File: src/rtl/decimal_entry_encoder.sv
// ============================================================================
// decimal_entry_encoder - strobed decimal keypad entry to signed 15-bit value
// Optional idle auto-clear when DIGIT_TIMEOUT_EN is defined.  Rev 1.0
// ============================================================================
`default_nettype none

module decimal_entry_encoder #(
  parameter int MAX_DIGITS     = 4,
  parameter int TIMEOUT_CYCLES = 50000000
) (
  input  logic        CLK_50,
  input  logic        RST_N,
  input  logic        digit_strobe,
  input  logic [3:0]  digit,
  input  logic        neg_strobe,
  input  logic        clear_strobe,
  input  logic        enter_strobe,
  output logic        digit_ready,
  output logic [13:0] entry_mag,
  output logic        entry_neg,
  output logic [2:0]  digit_count,
  output logic [14:0] value,
  output logic        value_valid,
  output logic        overflow,
  output logic        bad_digit
);

  localparam logic [1:0] S_IDLE   = 2'd0;
  localparam logic [1:0] S_ENTRY  = 2'd1;
  localparam logic [1:0] S_MUL    = 2'd2;
  localparam logic [1:0] S_COMMIT = 2'd3;

  localparam logic [2:0] MAX_CNT = 3'(MAX_DIGITS);

  if (MAX_DIGITS < 1 || MAX_DIGITS > 4 || TIMEOUT_CYCLES < 2 || TIMEOUT_CYCLES > 67108864) begin : g_param_check
    $error("decimal_entry_encoder: illegal MAX_DIGITS or TIMEOUT_CYCLES");
  end

  logic [1:0]  state_q, state_d;
  logic [13:0] mag_q, mag_d;
  logic        neg_q, neg_d;
  logic [2:0]  cnt_q, cnt_d;
  logic [3:0]  dig_q, dig_d;
  logic [14:0] value_q, value_d;
  logic        valid_q, valid_d;
  logic        ovf_q, ovf_d;
  logic        bad_q, bad_d;
  logic        w_clear;
  logic [14:0] w_mag_ext;

`ifdef DIGIT_TIMEOUT_EN
  localparam logic [25:0] TMO_LAST = 26'(TIMEOUT_CYCLES - 1);

  logic [25:0] tmo_q, tmo_d;
  logic        w_any_strobe;
  logic        w_tmo_run;
  logic        w_tmo_fire;

  // An empty but signed entry still counts as in-progress and may time out.
  assign w_any_strobe = digit_strobe | neg_strobe | clear_strobe | enter_strobe;
  assign w_tmo_run    = (state_q == S_ENTRY) || ((state_q == S_IDLE) && neg_q);
  assign w_tmo_fire   = w_tmo_run && !w_any_strobe && (tmo_q == TMO_LAST);
  assign tmo_d        = (w_tmo_run && !w_any_strobe && !w_tmo_fire) ? tmo_q + 26'd1 : 26'd0;
  assign w_clear      = clear_strobe | w_tmo_fire;

  always_ff @(posedge CLK_50 or negedge RST_N) begin
    if (!RST_N) tmo_q <= 26'd0;
    else        tmo_q <= tmo_d;
  end
`else
  assign w_clear = clear_strobe;
`endif

  assign w_mag_ext = {1'b0, mag_q};

  always_comb begin
    state_d = state_q;
    mag_d   = mag_q;
    neg_d   = neg_q;
    cnt_d   = cnt_q;
    dig_d   = dig_q;
    value_d = value_q;
    valid_d = 1'b0;
    ovf_d   = ovf_q;
    bad_d   = 1'b0;
    case (state_q)
      S_IDLE, S_ENTRY: begin
        if (w_clear) begin
          mag_d   = 14'd0;
          neg_d   = 1'b0;
          cnt_d   = 3'd0;
          ovf_d   = 1'b0;
          state_d = S_IDLE;
        end else if (enter_strobe) begin
          state_d = S_COMMIT;
        end else if (neg_strobe) begin
          neg_d = ~neg_q;
        end else if (digit_strobe) begin
          if (digit > 4'd9) begin
            bad_d = 1'b1;
          end else if (cnt_q >= MAX_CNT) begin
            ovf_d = 1'b1;
          end else begin
            dig_d   = digit;
            state_d = S_MUL;
          end
        end
      end
      S_MUL: begin
        if (clear_strobe) begin
          mag_d   = 14'd0;
          neg_d   = 1'b0;
          cnt_d   = 3'd0;
          ovf_d   = 1'b0;
          state_d = S_IDLE;
        end else begin
          // mag*10 as shift-add; at most 999*10+9, so 14 bits never overflow.
          mag_d   = {mag_q[10:0], 3'b000} + {mag_q[12:0], 1'b0} + {10'd0, dig_q};
          cnt_d   = cnt_q + 3'd1;
          state_d = S_ENTRY;
        end
      end
      S_COMMIT: begin
        // A clear arriving here lands on the same end state, so the commit always completes.
        value_d = neg_q ? (~w_mag_ext + 15'd1) : w_mag_ext;
        valid_d = 1'b1;
        mag_d   = 14'd0;
        neg_d   = 1'b0;
        cnt_d   = 3'd0;
        ovf_d   = 1'b0;
        state_d = S_IDLE;
      end
      default: state_d = S_IDLE;
    endcase
  end

  always_ff @(posedge CLK_50 or negedge RST_N) begin
    if (!RST_N) begin
      state_q <= S_IDLE;
      mag_q   <= 14'd0;
      neg_q   <= 1'b0;
      cnt_q   <= 3'd0;
      dig_q   <= 4'd0;
      value_q <= 15'd0;
      valid_q <= 1'b0;
      ovf_q   <= 1'b0;
      bad_q   <= 1'b0;
    end else begin
      state_q <= state_d;
      mag_q   <= mag_d;
      neg_q   <= neg_d;
      cnt_q   <= cnt_d;
      dig_q   <= dig_d;
      value_q <= value_d;
      valid_q <= valid_d;
      ovf_q   <= ovf_d;
      bad_q   <= bad_d;
    end
  end

  assign digit_ready = (state_q == S_IDLE) || (state_q == S_ENTRY);
  assign entry_mag   = mag_q;
  assign entry_neg   = neg_q;
  assign digit_count = cnt_q;
  assign value       = value_q;
  assign value_valid = valid_q;
  assign overflow    = ovf_q;
  assign bad_digit   = bad_q;

endmodule

`default_nettype wire

File: config.mk
export PLATFORM = sky130hd
export DESIGN_NAME = decimal_entry_encoder
export DESIGN_NICKNAME = d
export VERILOG_FILES = /design/src/rtl/decimal_entry_encoder.sv
export SDC_FILE = /design/constraint.sdc
export NUM_CORES = 1
export LEC_CHECK = 0
export ABC_CLOCK_PERIOD_IN_PS = 3600
export CORE_UTILIZATION = 27
export CTS_CLUSTER_DIAMETER = 100
export DETAILED_ROUTE_END_ITERATION = 16
export HOLD_SLACK_MARGIN = 0.05
export SETUP_SLACK_MARGIN = 0.3
export SYNTH_ARGS = -nofsm -noshare
export SYNTH_HDL_FRONTEND = slang
export SYNTH_SLANG_ARGS = --single-unit
File: constraint.sdc
create_clock -name CLK_50 -period 3.6 [get_ports CLK_50]
set_clock_uncertainty 0.15 [all_clocks]
set_input_delay 0.72 -clock CLK_50 [delete_from_list [all_inputs] [get_ports CLK_50]]
set_output_delay 0.72 -clock CLK_50 [all_outputs]
set_load 0.1 [all_outputs]
# --- Word level (Yosys, flattened, before mapping) ---
# Cells that the tools add are included.
word_totals:
  regBits: 42
  in_bits: 10
  output_inout_bits: 37
  elab_cells: 78
op_classes:
  addsub: 4
  order_cmp: 2
  eq_ne: 15
  n_mux: 34
  n_bitwise: 7
  n_reduce_logical: 7
ops:
  columns: ["op", "count"]
  rows:
  - ["$pmux W14 S3", 1]
  - ["$mux W14", 2]
  - ["$mux W1", 18]
  - ["$ne A3 B3 Y1 const B", 6]
  - ["$ne A4 B4 Y1 const B", 4]
  - ["$add A15 B1 Y15 const B", 1]
  - ["$mux W15", 1]
  - ["$not A14 Y15", 1]
  - ["$add A14 B14 Y14", 1]
  - ["$add A14 B4 Y14", 1]
  - ["$mux W2", 6]
  - ["$pmux W3 S3", 1]
  - ["$reduce_and A7 Y1", 1]
  - ["$mux W3", 2]
  - ["$not A1 Y1", 6]
  - ["$pmux W1 S3", 2]
  - ["$pmux W2 S3", 1]
  - ["$reduce_and A6 Y1", 1]
  - ["$eq A2 B2 Y1 const B", 2]
  - ["$gt A4 B4 Y1 const B", 1]
  - ["$ne A2 B2 Y1 const B", 2]
  - ["$reduce_and A4 Y1", 1]
  - ["$add A3 B1 Y3 const B", 1]
  - ["$ge A3 B3 Y1 const B", 1]
  - ["other kinds (5)", 5]

# --- Longest topological paths before layout ---
# Gate-level depths: netlist of run 1.
depth:
  ltp_word: 8
  mapped_depth: 10
  depth_no_buf: 10

# --- Worst setup path after synthesis of run 1 ---
# OpenSTA, ideal clock, no wires.
synth_path:
  kind: "reg2reg"
  start: "reg mag_q[0] (netlist: entry_mag[0])"
  end: "reg mag_q[13] (netlist: entry_mag[13])"
  setup_time_ps: 134
  t_arrival_ps: 3044
  t_required_ps: 3316
  setup_slack_ps: 272
  path_stages_with_launch: 11
  path_buffers: 0
  period_less_slack_ps: 3328
  path_cell_list: "dfrtp_1 > inv_1 > fa_1 > inv_1 > ha_1 > a21oi_1 > o211ai_1 > and2_1 > a221oi_2 > xnor2_1 > o21ai_0"
synth_via:
  elab_chain_len: 4
synth_lines:
  columns: ["item", "line_no", "text"]
  rows:
  - ["from (decl)", "40", "logic [13:0] mag_q, mag_d;"]
  - ["from (signal assigned)", "150", "mag_q <= mag_d;"]
  - ["$add A14 B14 Y14", "118", "mag_d = {mag_q[10:0], 3'b000} + {mag_q[12:0], 1'b0} + {10'd0, dig_q};"]
  - ["$add A14 B4 Y14", "118", null]
  - ["$mux W14", "110", "if (clear_strobe) begin"]
  - ["$pmux W14 S3", "86", "case (state_q)"]
# No other way between the ends.
# A chain may end at the register's enable or synchronous reset.

# --- Worst setup path after layout of run 1 ---
layout_path:
  start: "reg mag_q[2] (netlist: entry_mag[2])"
  end: "reg mag_q[13] (netlist: entry_mag[13])"
# The elaborated chain is that of the path after synthesis.

==> results_dict.tcl, run 1 <==
set metrics [dict create \
    ys_warn_count 0 \
    crit_fanout 8 \
    ios 47 \
    die_y_um 99.40 \
    port_buffers 46 \
    clk_path_buf_depth 2 \
    clk_latency_ps 280 \
    rrSetupSlack_ps 770 \
    required_ps 3600 \
    grt_pass1_wl_mm 9.287 \
    dr.pass1.iters 4 \
    layout_commonest_cell "dfrtp_1" \
    synth_cell_types 49 \
    avgSynthCellArea_um2 9.813 \
    hpwl_mm 4.253 \
    stdcell_count 422 \
    vias 1971 \
    ys_seq_area_share_pct 41.04 \
    startpoint "entry_mag[2]$_DFFE_PN0P_" \
    netlist_instances 261 \
    ff2ff_path_depth 10 \
    min_path_type "register to register" \
    syn_nets 298 \
    power_density_mw_per_mm2 382.8 \
    syn_to_final_growth_pct 22.77 \
    cts_resized 0 \
    vias_per_cell 4.671 \
    place_ws_ps 780.8 \
    fmax_mhz 353.9 \
    rsz0062_at_grt "no" \
    overflow 0 \
    tns_ps 0 \
    placed_cells 414 \
    cts_tree "yes" \
    die_area_mm2 0.009879 \
    nNetsFinal 347 \
    tightestPinTransition_ps 972.6 \
    antenna_found_initial 0 \
    slew_headroom_pct 34.96 \
    critPathKind "register to register" \
    ir_drop_uv 123.7 \
    fin_util_pct 34.19 \
    routed_wl_mm 5.582 \
    n_antenna_cell 0 \
    netlist_area_mm2 0.002561 \
    cellLeakagePower_nw 1.571 \
    max_cap_viol_count 0 \
    cp.arrival_ps 2830 \
    die_w_um 99.40 \
    hold_viol_final 0 \
    cp-start-kind "register" \
    drtIter0Drc 71 \
    grt_max_degree 43 \
    layout-drive-gt1-share_pct 17.04 \
    drv_slew 0 \
    cts-root-buf "clkbuf_8" \
    place_congestion 0.8538 \
    r2r_start "entry_mag[2]$_DFFE_PN0P_" \
    synth_ff_type "dfrtp_1" \
    hold_slack_ps 330.2 \
    status "complete, no violations" \
    clkSlewWorstSetupHoldPaths_ps 80 \
    numCtsBuffers 5 \
    min_period_ps 2826 \
    hold_buffers 0 \
    period_share_pct 78.50 \
    worstSetupEndpointType "register" \
    synth_seq_cells 42 \
    numClockSinks 42 \
    fin_ws_ps 774.1 \
    setup_viol 0 \
    final_antenna_net_count 0 \
    drc 0 \
    wl_per_cell_um 13.23 \
    final_cell_mix "dfrtp_1, nand2_1, buf_4" \
    synth-edff-count 0 \
    core_area_mm2 0.009196 \
    track_usage_pct 11.97 \
    cts_setup_buffers 0 \
    endpoint "entry_mag[13]$_DFFE_PN0P_" \
    grt_pass1_vias 1899 \
    htreeDepth 2 \
    rows 35 \
    async_flop_share_pct 100.0 \
    fillers 941 \
    r2r_end "entry_mag[13]$_DFFE_PN0P_" \
    initial_utilization_pct 27.85 \
]
-- synth_stat cells (all sizes together), types with 3 or more instances --
master | number | share of area, %
dfrtp | 42 | 41
nand2 | 40 | 6.0
o21ai | 32 | 6.4
ha | 25 | 12
inv | 18 | 2.6
xor2 | 16 | 5.5
a21oi | 11 | 2.3
nor2 | 8 | 1.3
xnor2 | 7 | 2.4
a22o | 6 | 2.1
and3 | 5 | 1.2
clkbuf | 5 | 1.1
nand3 | 4 | 0.98
nor3 | 4 | 0.98
mux2 | 3 | 1.3
o31ai | 3 | 0.88
or4 | 3 | 1.0
-- cell families after synthesis --
kind of cell	share of synthesized area, %
and+or+nand+nor	14.36
AOI/OAI and AO/OA	16.46
DFF	41.04
adders and majority gates	13.78
buffers and inverters	4.396
xor gates and xnor gates	7.865
muxes	2.101
-- where the power goes --
part	switching, mW	internal (mW)	leakage [nW]	total [mW]
clock	0.148	0.138	0.0395	0.286
sequential	0.0355	0.508	0.570	0.543
combinational	0.273	0.101	0.961	0.374
total	0.457	0.747	1.57	1.20
-- sequential cells by signal (all words and copies together) (netlist names) --
signal       count
value           15
digit_count      3
entry_neg        1
overflow         1
bad_digit        1
dig_q            4
entry_mag       14
state_q          2
value_valid      1
-- worst max-delay path: stages (launching register included) --
cell and delay, ps:
dfrtp_1 520, inv_1 110, fa_1 570, inv_1 60, ha_1 280, a21oi_1 170
o211ai_1 130, and2_1 220, a221oi_2 270, xnor2_1 140, o21ai_0 80
-- cell type report --
cell class	instances	area (µm²)	area share, %
inverter	18	67.56	2.149
sequential	42	1052	33.47
timing repair buffer	49	407.9	12.97
tap	111	138.9	4.417
multi-input combinational	194	1398	44.45
clock buffer	8	80.08	2.547
-- metrics by stage --
stage                     cell area, µm²  power (mW)
after floorplan                     2562      0.8326
after global placement              3064      0.9283
after detailed placement            3064      0.9313
after CTS                           3144       1.220
after global routing                3144       1.267
final                               3144       1.204
-- routing by layer --
| layer | GRT usage [%] | up-vias | wire (µm) |
|---|---|---|---|
| met5 | 0 | - | 0 |
| met4 | 4.412 | 0 | 49 |
| met3 | 3.233 | 2 | 261 |
| met2 | 19.23 | 35 | 2606 |
| met1 | 15.43 | 928 | 2664 |
| li1 | - | 1006 | - |
-- how the worst min path moves through the flow --
stage / from / end / cells past startpoint
floorplan: RST_N / bad_digit$_DFF_PN0_ / 0
detailed placement: value[1]$_DFFE_PN0P_ / value[1]$_DFFE_PN0P_ / 2
global route: value[1]$_DFFE_PN0P_ / value[1]$_DFFE_PN0P_ / 2
CTS: value[1]$_DFFE_PN0P_ / value[1]$_DFFE_PN0P_ / 2
global placement: value[14]$_DFFE_PN0P_ / value[14]$_DFFE_PN0P_ / 2
finish: value[1]$_DFFE_PN0P_ / value[1]$_DFFE_PN0P_ / 2
Note: power is estimated with default switching activity, not from simulation.
==> run 2: changes to the inputs <==
--- a/config.mk
+++ b/config.mk
@@ -5,7 +5,7 @@
 export SDC_FILE = /design/constraint.sdc
 export NUM_CORES = 1
 export LEC_CHECK = 0
-export ABC_CLOCK_PERIOD_IN_PS = 3600
+export ABC_CLOCK_PERIOD_IN_PS = 2600
 export CORE_UTILIZATION = 27
 export CTS_CLUSTER_DIAMETER = 100
 export DETAILED_ROUTE_END_ITERATION = 16
==> constraint.sdc (replaced) <==
create_clock -name CLK_50 -period 2.6 [get_ports CLK_50]
set_clock_uncertainty 0.15 [all_clocks]
set_input_delay 0.52 -clock CLK_50 [delete_from_list [all_inputs] [get_ports CLK_50]]
set_output_delay 0.52 -clock CLK_50 [all_outputs]
set_load 0.1 [all_outputs]
==> run 2 against run 1 <==
Compared with the run above:
- critical path depth stayed put
- setup slack got worse by 660 ps
- sequential share of layout area shrank 1.8 points
- critical path type unchanged
- largest cell class unchanged
==> results_dict.tcl, run 2 (synthesis results as in run 1) <==
set metrics [dict create \
    rows 35 \
    htreeDepth 2 \
    routed_wl_mm 5.909 \
    fmax_mhz 402.6 \
    vias 2066 \
    numCtsBuffers 5 \
    placed_cells 424 \
    fin_ws_ps 116.0 \
    numClockSinks 42 \
    final_cell_mix "buf_4, nand2_1, dfrtp_1" \
    critPathKind "register to register" \
    post_dp_cell_area_mm2 0.003167 \
    power_density_mw_per_mm2 522.9 \
    syn_to_final_growth_pct 32.14 \
    die_area_mm2 0.009879 \
    track_usage_pct 12.51 \
    crit_fanout 4 \
    setup_viol 0 \
    worstSetupEndpointType "register" \
    cts_tree "yes" \
    die_y_um 99.40 \
    cp.arrival_ps 2500 \
    layout_commonest_cell "buf_4" \
    drv_slew 0 \
    required_ps 2620 \
    place_congestion 0.7881 \
    port_buffers 46 \
    min_path_type "input pin to async pin" \
    core_area_mm2 0.009196 \
    dr.pass1.iters 6 \
    min_period_ps 2484 \
    hold_slack_ps 85.82 \
    fillers 941 \
    drc 0 \
    clk_path_buf_depth 2 \
    vias_per_cell 4.728 \
    overflow 0 \
    cp-start-kind "register" \
    largest_reg_flops 15 \
    tightestPinTransition_ps 637.1 \
    die_w_um 99.40 \
    n_antenna_cell 0 \
    ir_drop_uv 200.2 \
    drtIter0Drc 69 \
    ios 47 \
    grt_pass1_vias 1967 \
    power_mw 1.770 \
    period_share_pct 95.54 \
    nNetsFinal 362 \
    place_ws_ps 38.71 \
    layout-drive-gt1-share_pct 32.82 \
    status "complete, no violations" \
    antenna_found_initial 0 \
    hpwl_mm 4.529 \
    slew_headroom_pct 57.52 \
    grt_pass1_wl_mm 9.666 \
    stdcell_area_mm2 0.003385 \
    hold_viol_final 0 \
    clkSlewWorstSetupHoldPaths_ps 80 \
    grt_max_degree 29 \
    rsz0062_at_grt "yes" \
    clk_latency_ps 300 \
    stdcell_count 437 \
    max_cap_viol_count 0 \
    final_antenna_net_count 0 \
    initial_utilization_pct 27.85 \
    cellLeakagePower_nw 1.657 \
    cts-root-buf "clkbuf_8" \
    wl_per_cell_um 13.52 \
]
run 2: changes by cell type in the layout (fill, tap and decap cells not counted), moves of 6 or more:
cell / delta
dfrtp_1: -10
buf_4: +23
clkdlybuf4s50_1: -9
dfrtp_2: +7
inv_1: -6
run 2: layout make-up:
type	count	area, µm²	share of cell area, %
Sequential cell	42	1072	31.68
Clock buffer	8	90.09	2.662
Inverter	18	70.07	2.070
Multi-Input combinational cell	194	1503	44.40
Timing Repair Buffer	64	510.5	15.08
Tap cell	111	138.9	4.104
run 2: metrics by stage:
stage	TNS [ps]	util, %
2_1_floorplan	-129.6	-
3_3_place_gp	0	34.44
3_5_place_dp	0	34.44
4_1_cts	0	36.12
5_1_grt	-28.93	36.80
6_report	0	36.80
run 2: path summary, 6_finish.rpt:
| check | startpoint | endpoint | slack [ps] | depth (start not counted) |
|---|---|---|---|---|
| worst max-delay path | entry_mag[0]$_DFFE_PN0P_ | entry_mag[13]$_DFFE_PN0P_ | 120 | 10 |
| worst min-delay path | RST_N | entry_mag[10]$_DFFE_PN0P_ | 90 | 1 |
| worst max register to register | entry_mag[0]$_DFFE_PN0P_ | entry_mag[13]$_DFFE_PN0P_ | 120 | 10 |
| worst min register to register | value[6]$_DFFE_PN0P_ | value[6]$_DFFE_PN0P_ | 330 | 2 |
| max in group asynchronous | RST_N | value[4]$_DFFE_PN0P_ | 1570 | 2 |
| min in group CLK_50 | value[6]$_DFFE_PN0P_ | value[6]$_DFFE_PN0P_ | 330 | 2 |
run 2: layer usage:
metal | vias to the layer above | share of wire [%] | track usage (%)
li1 | 1039 | - | -
met1 | 980 | 47 | 16.45
met2 | 38 | 47 | 19.71
met3 | 9 | 4.1 | 2.741
met4 | 0 | 1.9 | 5.656
met5 | - | 0 | 0
run 2: repair_timing:
item,in CTS,in global routing
hold buffers,0,0
pin swaps,12,11
setup buffers,3,2
gates resized for setup,10,12
setup endpoints to repair,7,11
run 2: critical path, stage by stage (launching register included):
cell and delay, ps:
dfrtp_4 500, inv_4 60, fa_1 440, inv_2 90, ha_4 200, a21oi_4 140
o211ai_1 130, and2_4 200, a221oi_4 220, xnor2_1 140, o21ai_1 70
run 2: power breakdown:
part	internal (mW)	switching (mW)	leakage, nW	total, mW
Sequential	0.705	0.0461	0.553	0.752
Clock	0.217	0.216	0.0455	0.433
Combinational	0.178	0.407	1.06	0.586
Total	1.10	0.670	1.66	1.77
==> run 3: changes to the inputs <==
--- a/config.mk
+++ b/config.mk
@@ -6,10 +6,11 @@
 export NUM_CORES = 1
 export LEC_CHECK = 0
 export ABC_CLOCK_PERIOD_IN_PS = 2600
-export CORE_UTILIZATION = 27
+export CORE_UTILIZATION = 53
 export CTS_CLUSTER_DIAMETER = 100
 export DETAILED_ROUTE_END_ITERATION = 16
 export HOLD_SLACK_MARGIN = 0.05
+export PLACE_DENSITY = 0.81
 export SETUP_SLACK_MARGIN = 0.3
 export SYNTH_ARGS = -nofsm -noshare
 export SYNTH_HDL_FRONTEND = slang
==> constraint.sdc (replaced) <==
create_clock -name CLK_50 -period 2.6 [get_ports CLK_50]
set_clock_uncertainty 0.15 [all_clocks]
set_input_delay 0.78 -clock CLK_50 [delete_from_list [all_inputs] [get_ports CLK_50]]
set_output_delay 0.78 -clock CLK_50 [all_outputs]
set_load 0.1 [all_outputs]
==> run 3 against run 2 <==
Compared with the run above:
- sequential share of layout area is 0.69 points lower
- wire length is 8.2% higher
- critical path depth stayed put
==> results_dict.tcl, run 3 (synthesis results as in run 1) <==
set metrics [dict create \
    max_cap_viol_count 0 \
    place_congestion 0.8631 \
    rsz0062_at_grt "yes" \
    ir_drop_uv 311.4 \
    slowest_delay_ps 500 \
    critPathTopFamily "adder cells" \
    die_y_um 71.52 \
    startpoint "entry_mag[0]$_DFFE_PN0P_" \
    layout-drive-gt1-share_pct 37.72 \
    r2r_end "entry_mag[13]$_DFFE_PN0P_" \
    cp.arrival_ps 2550 \
    hold_viol_final 0 \
    ff2ff_path_depth 10 \
    endpoint "entry_mag[13]$_DFFE_PN0P_" \
    cp_slowest_cell "dfrtp_4" \
    crit_buf_inv 2 \
    period_share_pct 97.71 \
    drtIter0Drc 121 \
    htreeDepth 2 \
    core_area_mm2 0.004504 \
    hold_slack_ps 264.4 \
    track_usage_pct 26.16 \
    clk_path_buf_depth 2 \
    final_cell_mix "buf_4, nand2_1, dfrtp_1" \
    stdcell_count 386 \
    worstSetupEndpointType "register" \
    largest_reg_flops 15 \
    tightestPinTransition_ps 466.0 \
    fillers 313 \
    die_w_um 71.52 \
    port_buffers 46 \
    critPathKind "register to register" \
    grt_max_degree 24 \
    drv_slew 0 \
    min_period_ps 2540 \
    final_antenna_net_count 0 \
    fin_util_pct 76.81 \
    grt_pass1_wl_mm 10.25 \
    min_path_type "input pin to async pin" \
    crit_cells 10 \
    required_ps 2610 \
    routed_wl_mm 6.393 \
    cts_tree "yes" \
    overflow 0 \
    status "complete, no violations" \
    tns_ps 0 \
    cp-start-kind "register" \
    cts-root-buf "clkbuf_8" \
    placed_cells 368 \
    fmax_mhz 393.6 \
    vias 2164 \
    initial_utilization_pct 56.86 \
    grt_pass1_vias 2143 \
    clk_latency_ps 300 \
    ios 47 \
    hold_buffers 0 \
    drc 0 \
    cellLeakagePower_nw 1.733 \
    hpwl_mm 4.444 \
    vias_per_cell 5.606 \
    syn_to_final_growth_pct 35.08 \
    rrSetupSlack_ps 60 \
    numCtsBuffers 5 \
    wl_per_cell_um 16.56 \
    power_density_mw_per_mm2 530.7 \
    nNetsFinal 370 \
    numClockSinks 42 \
    crit_fanout 4 \
    clkSlewWorstSetupHoldPaths_ps 80 \
    antenna_found_initial 0 \
    n_antenna_cell 0 \
    setup_viol 0 \
    slew_headroom_pct 68.53 \
    r2r_start "entry_mag[0]$_DFFE_PN0P_" \
    path_cells "inv_4, fa_1, inv_2, ha_4, a21oi_4, o211ai_1, and2_4, a221oi_2, xnor2_1, o21ai_1" \
    die_area_mm2 0.005114 \
    dr.pass1.iters 6 \
    power_mw 1.836 \
    rows 24 \
    layout_commonest_cell "buf_4" \
]
[run 3: routing by layer]
metal,routed length [µm],track usage (%),vias up
met5,0,0,-
met4,148,8.715,0
met3,227,4.360,18
met2,3202,44.44,57
met1,2814,34.25,1041
li1,-,-,1048
[run 3: area by class of cell]
class	count	area [µm²]	area share, %
Clock buffer	6	82.58	2.387
Clock inverter	2	12.51	0.3617
Inverter	18	70.07	2.025
Multi-Input combinational cell	194	1577	45.57
Sequential cell	42	1072	30.99
Tap cell	52	65.06	1.881
Timing Repair Buffer	72	580.6	16.78
[run 3: through the flow]
step | cell area, µm² | setup WS (ps)
after floorplan | 2600 | -66.37
after global placement | 3128 | -150.9
after detailed placement | 3128 | -255.4
after CTS | 3323 | 72.78
after global routing | 3460 | -22.20
final | 3460 | 59.52
[run 3: how the worst min path moves through the flow]
stage | from | to | slack [ps] | cells past startpoint
detailed placement | value[9]$_DFFE_PN0P_ | value[9]$_DFFE_PN0P_ | 320 | 2
floorplan | dig_q[0]$_DFFE_PN0P_ | entry_mag[0]$_DFFE_PN0P_ | 310 | 1
finish | RST_N | entry_mag[11]$_DFFE_PN0P_ | 260 | 1
global route | RST_N | entry_mag[11]$_DFFE_PN0P_ | 290 | 1
global placement | value[14]$_DFFE_PN0P_ | value[14]$_DFFE_PN0P_ | 310 | 2
CTS | RST_N | entry_mag[11]$_DFFE_PN0P_ | 270 | 1
[run 3: repair_timing]
action	4_1_cts	5_1_grt
buffers inserted	6	4
endpoints found under the setup margin	11	15
gates resized for setup	21	20
cloned	0	0
pin swaps	10	17
[run 3: power by group]
part | switching [mW] | internal (mW)
clock | 0.234 | 0.214
combinational | 0.438 | 0.204
sequential | 0.0407 | 0.705
